File: config.mk
export PLATFORM = sky130hd
export DESIGN_NAME = mux4_rr_arbiter
export DESIGN_NICKNAME = d
export VERILOG_FILES = /design/src/rtl/mux4_rr_arbiter.sv
export SDC_FILE = /design/constraint.sdc
export NUM_CORES = 1
export LEC_CHECK = 0
export CORE_ASPECT_RATIO = 0.6
export CORE_MARGIN = 1.5
export CORE_UTILIZATION = 34
export CTS_CLUSTER_SIZE = 40
export DETAILED_ROUTE_END_ITERATION = 8
export PLACE_DENSITY = 0.83
export SYNTH_ARGS = -nofsm -noshare
export SYNTH_HDL_FRONTEND = slang
export SYNTH_SLANG_ARGS = --single-unit
File: constraint.sdc
create_clock -name i_clk -period 2.9 [get_ports i_clk]
set_clock_uncertainty 0.15 [all_clocks]
set_input_delay 0.435 -clock i_clk [delete_from_list [all_inputs] [get_ports i_clk]]
set_output_delay 0.435 -clock i_clk [all_outputs]
set_load 0.05 [all_outputs]
File: src/rtl/mux4_rr_arbiter.sv
// Four-way round-robin arbiter that registers the granted word into a single valid/ready output stage.
// Latency: the word is in o_data one cycle after capture; o_ack is asserted in the same cycle as the capture.
// Backpressure: while o_valid is high and i_ready is low, the output holds and no requester is acked.
module mux4_rr_arbiter #(
  parameter int SIZE        = 32,
  parameter int SIZE_SELECT = 2
) (
  input  logic                   i_clk,
  input  logic                   i_reset,
  input  logic [3:0]             i_req,
  input  logic [3:0]             i_mask,
  input  logic [SIZE-1:0]        i_A,
  input  logic [SIZE-1:0]        i_B,
  input  logic [SIZE-1:0]        i_C,
  input  logic [SIZE-1:0]        i_D,
  input  logic                   i_ready,
  output logic [SIZE-1:0]        o_data,
  output logic                   o_valid,
  output logic [SIZE_SELECT-1:0] o_SEL,
  output logic [3:0]             o_ack,
  output logic [7:0]             o_count
);

  typedef enum logic {IDLE, BUSY} state_t;

  state_t                 state;
  logic [SIZE_SELECT-1:0] ptr;
  logic [SIZE_SELECT-1:0] winner;
  logic [SIZE_SELECT-1:0] idx;
  logic [3:0]             eligible;
  logic                   found;
  logic                   any_req;
  logic                   capture;
  logic [SIZE-1:0]        win_data;

  // Search starts at ptr and wraps, so the last winner drops to lowest priority.
  always_comb begin
    eligible = i_req & i_mask;
    winner   = '0;
    idx      = '0;
    found    = 1'b0;
    for (int k = 0; k < 4; k++) begin
      idx = ptr + SIZE_SELECT'(k);
      if (!found && eligible[idx]) begin
        winner = idx;
        found  = 1'b1;
      end
    end
  end

  assign any_req = |eligible;
  assign capture = any_req && (!o_valid || i_ready) && !i_reset;
  assign o_ack   = capture ? (4'b0001 << winner) : 4'b0000;

  always_comb begin
    case (winner)
      2'd0:    win_data = i_A;
      2'd1:    win_data = i_B;
      2'd2:    win_data = i_C;
      default: win_data = i_D;
    endcase
  end

  always_ff @(posedge i_clk) begin
    if (i_reset) begin
      state   <= IDLE;
      o_valid <= 1'b0;
      o_data  <= '0;
      o_SEL   <= '0;
      o_count <= '0;
      ptr     <= '0;
    end else begin
      if (o_valid && i_ready)
        o_count <= o_count + 8'd1;
      case (state)
        IDLE: begin
          if (capture) begin
            o_data  <= win_data;
            o_SEL   <= winner;
            ptr     <= winner + SIZE_SELECT'(1);
            o_valid <= 1'b1;
            state   <= BUSY;
          end
        end
        BUSY: begin
          if (i_ready) begin
            // A pending request refills the output on the same edge it drains.
            if (capture) begin
              o_data <= win_data;
              o_SEL  <= winner;
              ptr    <= winner + SIZE_SELECT'(1);
            end else begin
              o_valid <= 1'b0;
              state   <= IDLE;
            end
          end
        end
        default: begin
          o_valid <= 1'b0;
          state   <= IDLE;
        end
      endcase
    end
  end

endmodule

==> metrics.log <==
INFO  metric crit_path_end_kind = output pin
INFO  metric ys_types = 35
INFO  metric ys_seq_elements = 46
INFO  metric placementRows = 23
INFO  metric finalPower = approximately 0.0024 W
INFO  metric total_nets_final = 610
INFO  metric final.setup.worst_slack = around 0.060 ns
INFO  metric ys_warn_count = 0
INFO  metric syn_nets = 425
INFO  metric ys_seq_area_frac = 0.3757
INFO  metric worst_slew_pin_slew = around 1.2 ns
INFO  metric timing.slew.headroom = 0.2203
INFO  metric vdd_drop_max = 0.2405 mV
INFO  metric number_of_global_route_vias_before_repair = between 2000 and 3000
INFO  metric synth_compound_gate_area_share = 0.3813
INFO  metric fin_crit_sh = 0.9793
INFO  metric synthDominantAreaCellType = sky130_fd_sc_hd__dfxtp_1
INFO  metric reg2reg_depth = 10
INFO  metric synth_top_area_share = 0.3757
INFO  metric cts_hold_buf = 0
INFO  metric grt_max_degree = 53
INFO  metric rrSetupSlack = 0.43 ns
INFO  metric cts-root-buf = sky130_fd_sc_hd__clkbuf_16
INFO  metric arrival = 2.26 ns
INFO  metric critical-path-slowest-cell = sky130_fd_sc_hd__clkdlybuf4s50_1
INFO  metric viasPerCell = 5.492
INFO  metric io_buffer_count = approximately 190
INFO  metric kind_of_launch_point_of_the_worst_setup_path = input port
INFO  metric synth_top_flop_cell = sky130_fd_sc_hd__dfxtp_1
INFO  metric finalWirelength = 9.538 mm
INFO  metric synth.mux.area_fraction = 0
INFO  metric finalHoldViolCount = 0
INFO  metric num-fill-cells = 526
INFO  metric clkSinkCount = 46
INFO  metric firstDrtPassIters = 6
INFO  metric grt_util_all_layers = 0.2319
INFO  metric power_density = 505.3 nW/um2
INFO  metric grt_overflow = 0
INFO  metric clk_latency = 0.28 ns
INFO  metric crit_path_cell_trace = clkdlybuf4s50_1 -> and2_1 -> o211ai_1 -> a21oi_1 -> buf_4 -> ha_1 -> and2_1 -> buf_12
INFO  metric synth_top_family_by_area = compound AO/OA/AOI/OAI gates
INFO  metric remaining_drc_errors = 0
INFO  metric gp_congestion = 0.8315
INFO  metric synth.most_common_cell = sky130_fd_sc_hd__dfxtp_1
INFO  metric die_h = 68.77 um
INFO  metric critical_path_class = input port to output pin
INFO  metric cts_buffer_depth = 2
INFO  metric report.final.slew_viol_count = 0
INFO  metric post_synth.cell_area_avg = just under 9 um2
INFO  metric tritoncts.num_buffers = 5
INFO  metric cts_tree = yes
INFO  metric synth_top_cells_by_count = 46 x sky130_fd_sc_hd__dfxtp_1, 40 x sky130_fd_sc_hd__nand2_1, 34 x sky130_fd_sc_hd__a22o_1
INFO  metric result_of_the_run = completed
INFO  metric routedWlPerCell = 17.25 um
INFO  metric ant_nets = 0
INFO  metric diode_insertion_count_for_antenna_repair = 0
INFO  metric first_pass_grt_wire_length = 14.01 mm
INFO  metric cp_max_fo = 5
INFO  metric postSynthCellCount = 280
INFO  metric routed-via-count = approximately 3000
INFO  metric dieArea = 7745 um2
INFO  metric timing.final.setup_violations = 0
INFO  metric async_s_r_ff_share_synth = 0
INFO  metric clk_pin_slew = around 0.06 ns
INFO  metric place_ws = -0.07876 ns
INFO  metric max-cap-violations = 0
INFO  metric synth-edff-count = 0
INFO  metric post-route-min-period = between 2 and 3 ns
INFO  metric area_delta_synth_final = 91.58%
INFO  metric synthesis.area = approximately 2500 um2
INFO  metric ys_top_cells_by_area = sky130_fd_sc_hd__dfxtp_1 38%, sky130_fd_sc_hd__a222oi_1 13%, sky130_fd_sc_hd__a22o_1 12%
INFO  metric number_of_antenna_violations_at_the_first_check_in_global_routing = 0
INFO  metric dp_wirelength = 7.407 mm
INFO  metric post_synth_and_or_nand_nor_area_fraction = 0.1281
INFO  metric worst_setup_path_startpoint = i_mask[1]
INFO  metric floorplan.io_pins = roughly 190
INFO  metric drive_above_1_share = 0.09013
INFO  metric critical_path_required = 2.32 ns
INFO  metric fin_worst_hold_slack = ~0.33 ns
INFO  metric cts_htree_levels = 2
INFO  metric floorplan.initialDensity = 0.3594
INFO  metric crit_path_max_incr_delay = 0.53 ns
INFO  metric placeableCoreArea = 6820 um2
INFO  metric worst_r2r_startpoint = ptr[1]
INFO  metric crit_top_cell = sky130_fd_sc_hd__and2_1
INFO  metric post_synth_fa_ha_maj_area_fraction = 0.03063
INFO  metric crit-reg2reg-capture = o_data[0]
INFO  metric hold_path_class = register to register
INFO  metric timing.fmax = 0.3521 GHz
INFO  metric die_x = 112.6 um
INFO  metric first_iter_violations = 222
INFO  metric cp_capture_point = o_ack[1]
INFO  metric rsz0062_at_grt = no
INFO  metric post_synth_xor_xnor_area = 0.01787
INFO  metric leakagePower = 1.747 nW
==> how the worst min path moves through the flow <==
| stage | start | to | slack, ns | cells after the start |
|---|---|---|---|---|
| final | o_data[21] | o_data[21] | 0.33 | 1 |
| after global routing | o_data[17] | o_data[17] | 0.34 | 1 |
| after CTS | o_data[13] | o_data[13] | 0.33 | 1 |
| after detailed placement | o_data[18] | o_data[18] | 0.31 | 1 |
| after global placement | o_SEL[1] | o_SEL[1] | 0.31 | 1 |
| after floorplan | state | o_valid | 0.32 | 1 |
==> repair_timing <==
action	in CTS	in global routing
buffers inserted	0	2
setup endpoints to repair	1	1
resized for setup	2	3
hold endpoints to repair	0	0
pin swaps	1	1
==> final cells by class <==
cell class	count	area (um2)	area share
Clock buffer	7	132.6	0.02824
Clock inverter	1	30.03	0.006395
Inverter	5	18.77	0.003997
Multi-Input combinational cell	200	1399	0.2979
Sequential cell	46	920.9	0.1961
Tap cell	87	108.9	0.02318
Timing Repair Buffer	207	2086	0.4442
==> placed cells by master, fill, tap and decap left out, drive strengths merged <==
master,synthesis,layout
a22oi,1,1
ha,6,6
and2,6,6
xor2,2,2
xnor2,3,3
clkdlybuf4s50,0,181
dfxtp,46,46
buf,9,26
o211ai,2,2
nor3,2,2
nor2b,1,1
nor4,1,1
nand4,1,1
a211oi,2,2
a311oi,2,2
a31oi,3,3
and3,1,1
clkbuf,20,7
a222oi,32,32
nor2,11,11
or3,2,2
nand3,4,4
nand2,40,40
a22o,34,34
a21oi,5,5
o2111ai,1,1
bufinv,0,1
o21ai,34,34
inv,5,5
o21ba,1,1
nand3b,2,2
a21o,1,1
==> report_power, final <==
part / switching [W] / leakage [nW] / internal [W] / total [W]
clock: 0.000219 / 0.0781 / 0.000407 / 0.000626
combinational: 0.000531 / 1.29 / 0.000468 / 0.000999
sequential: 0.0000453 / 0.377 / 0.000703 / 0.000748
total: 0.000795 / 1.75 / 0.00158 / 0.00237
==> state kept, by name, indices dropped and copies added, names as in the netlist <==
| signal | flops |
|---|---|
| o_data | 32 |
| o_count | 8 |
| o_SEL | 2 |
| ptr | 2 |
| o_valid | 1 |
| state | 1 |
==> cell families after synthesis <==
group | Yosys count
DFF | 46
xor gates and xnor gates | 5
and+or+nand+nor | 71
buffers and inverters | 34
adders and majority gates | 6
AOI/OAI and AO/OA | 118
==> metrics by stage <==
step | setup TNS (ns) | cells | cell area (um2) | util
final | 0 | 553 | 4696 | 0.6885
after global routing | 0 | 553 | 4696 | 0.6885
after CTS | 0 | 551 | 4672 | 0.6850
after detailed placement | -0.8585 | 543 | 4497 | 0.6593
after global placement | 0 | 543 | 4497 | 0.6593
after floorplan | 0 | 280 | 2451 | -
==> critical path: cells and delay by family <==
kind / cells / cell delay (ns)
AOI/OAI and AO/OA: 2 / 0.33
adders and majority gates: 1 / 0.24
buffers and inverters: 3 / 0.87
and+or+nand+nor: 2 / 0.37
==> metal layers <==
metal	vias to the layer above	wire length, um	global-route usage
met5	-	0	0
met2	146	4680	0.4306
li1	1465	-	-
met1	1419	3957	0.2749
met4	0	59	0.05854
met3	7	842	0.05944
Power figures use the tool's default switching activity.
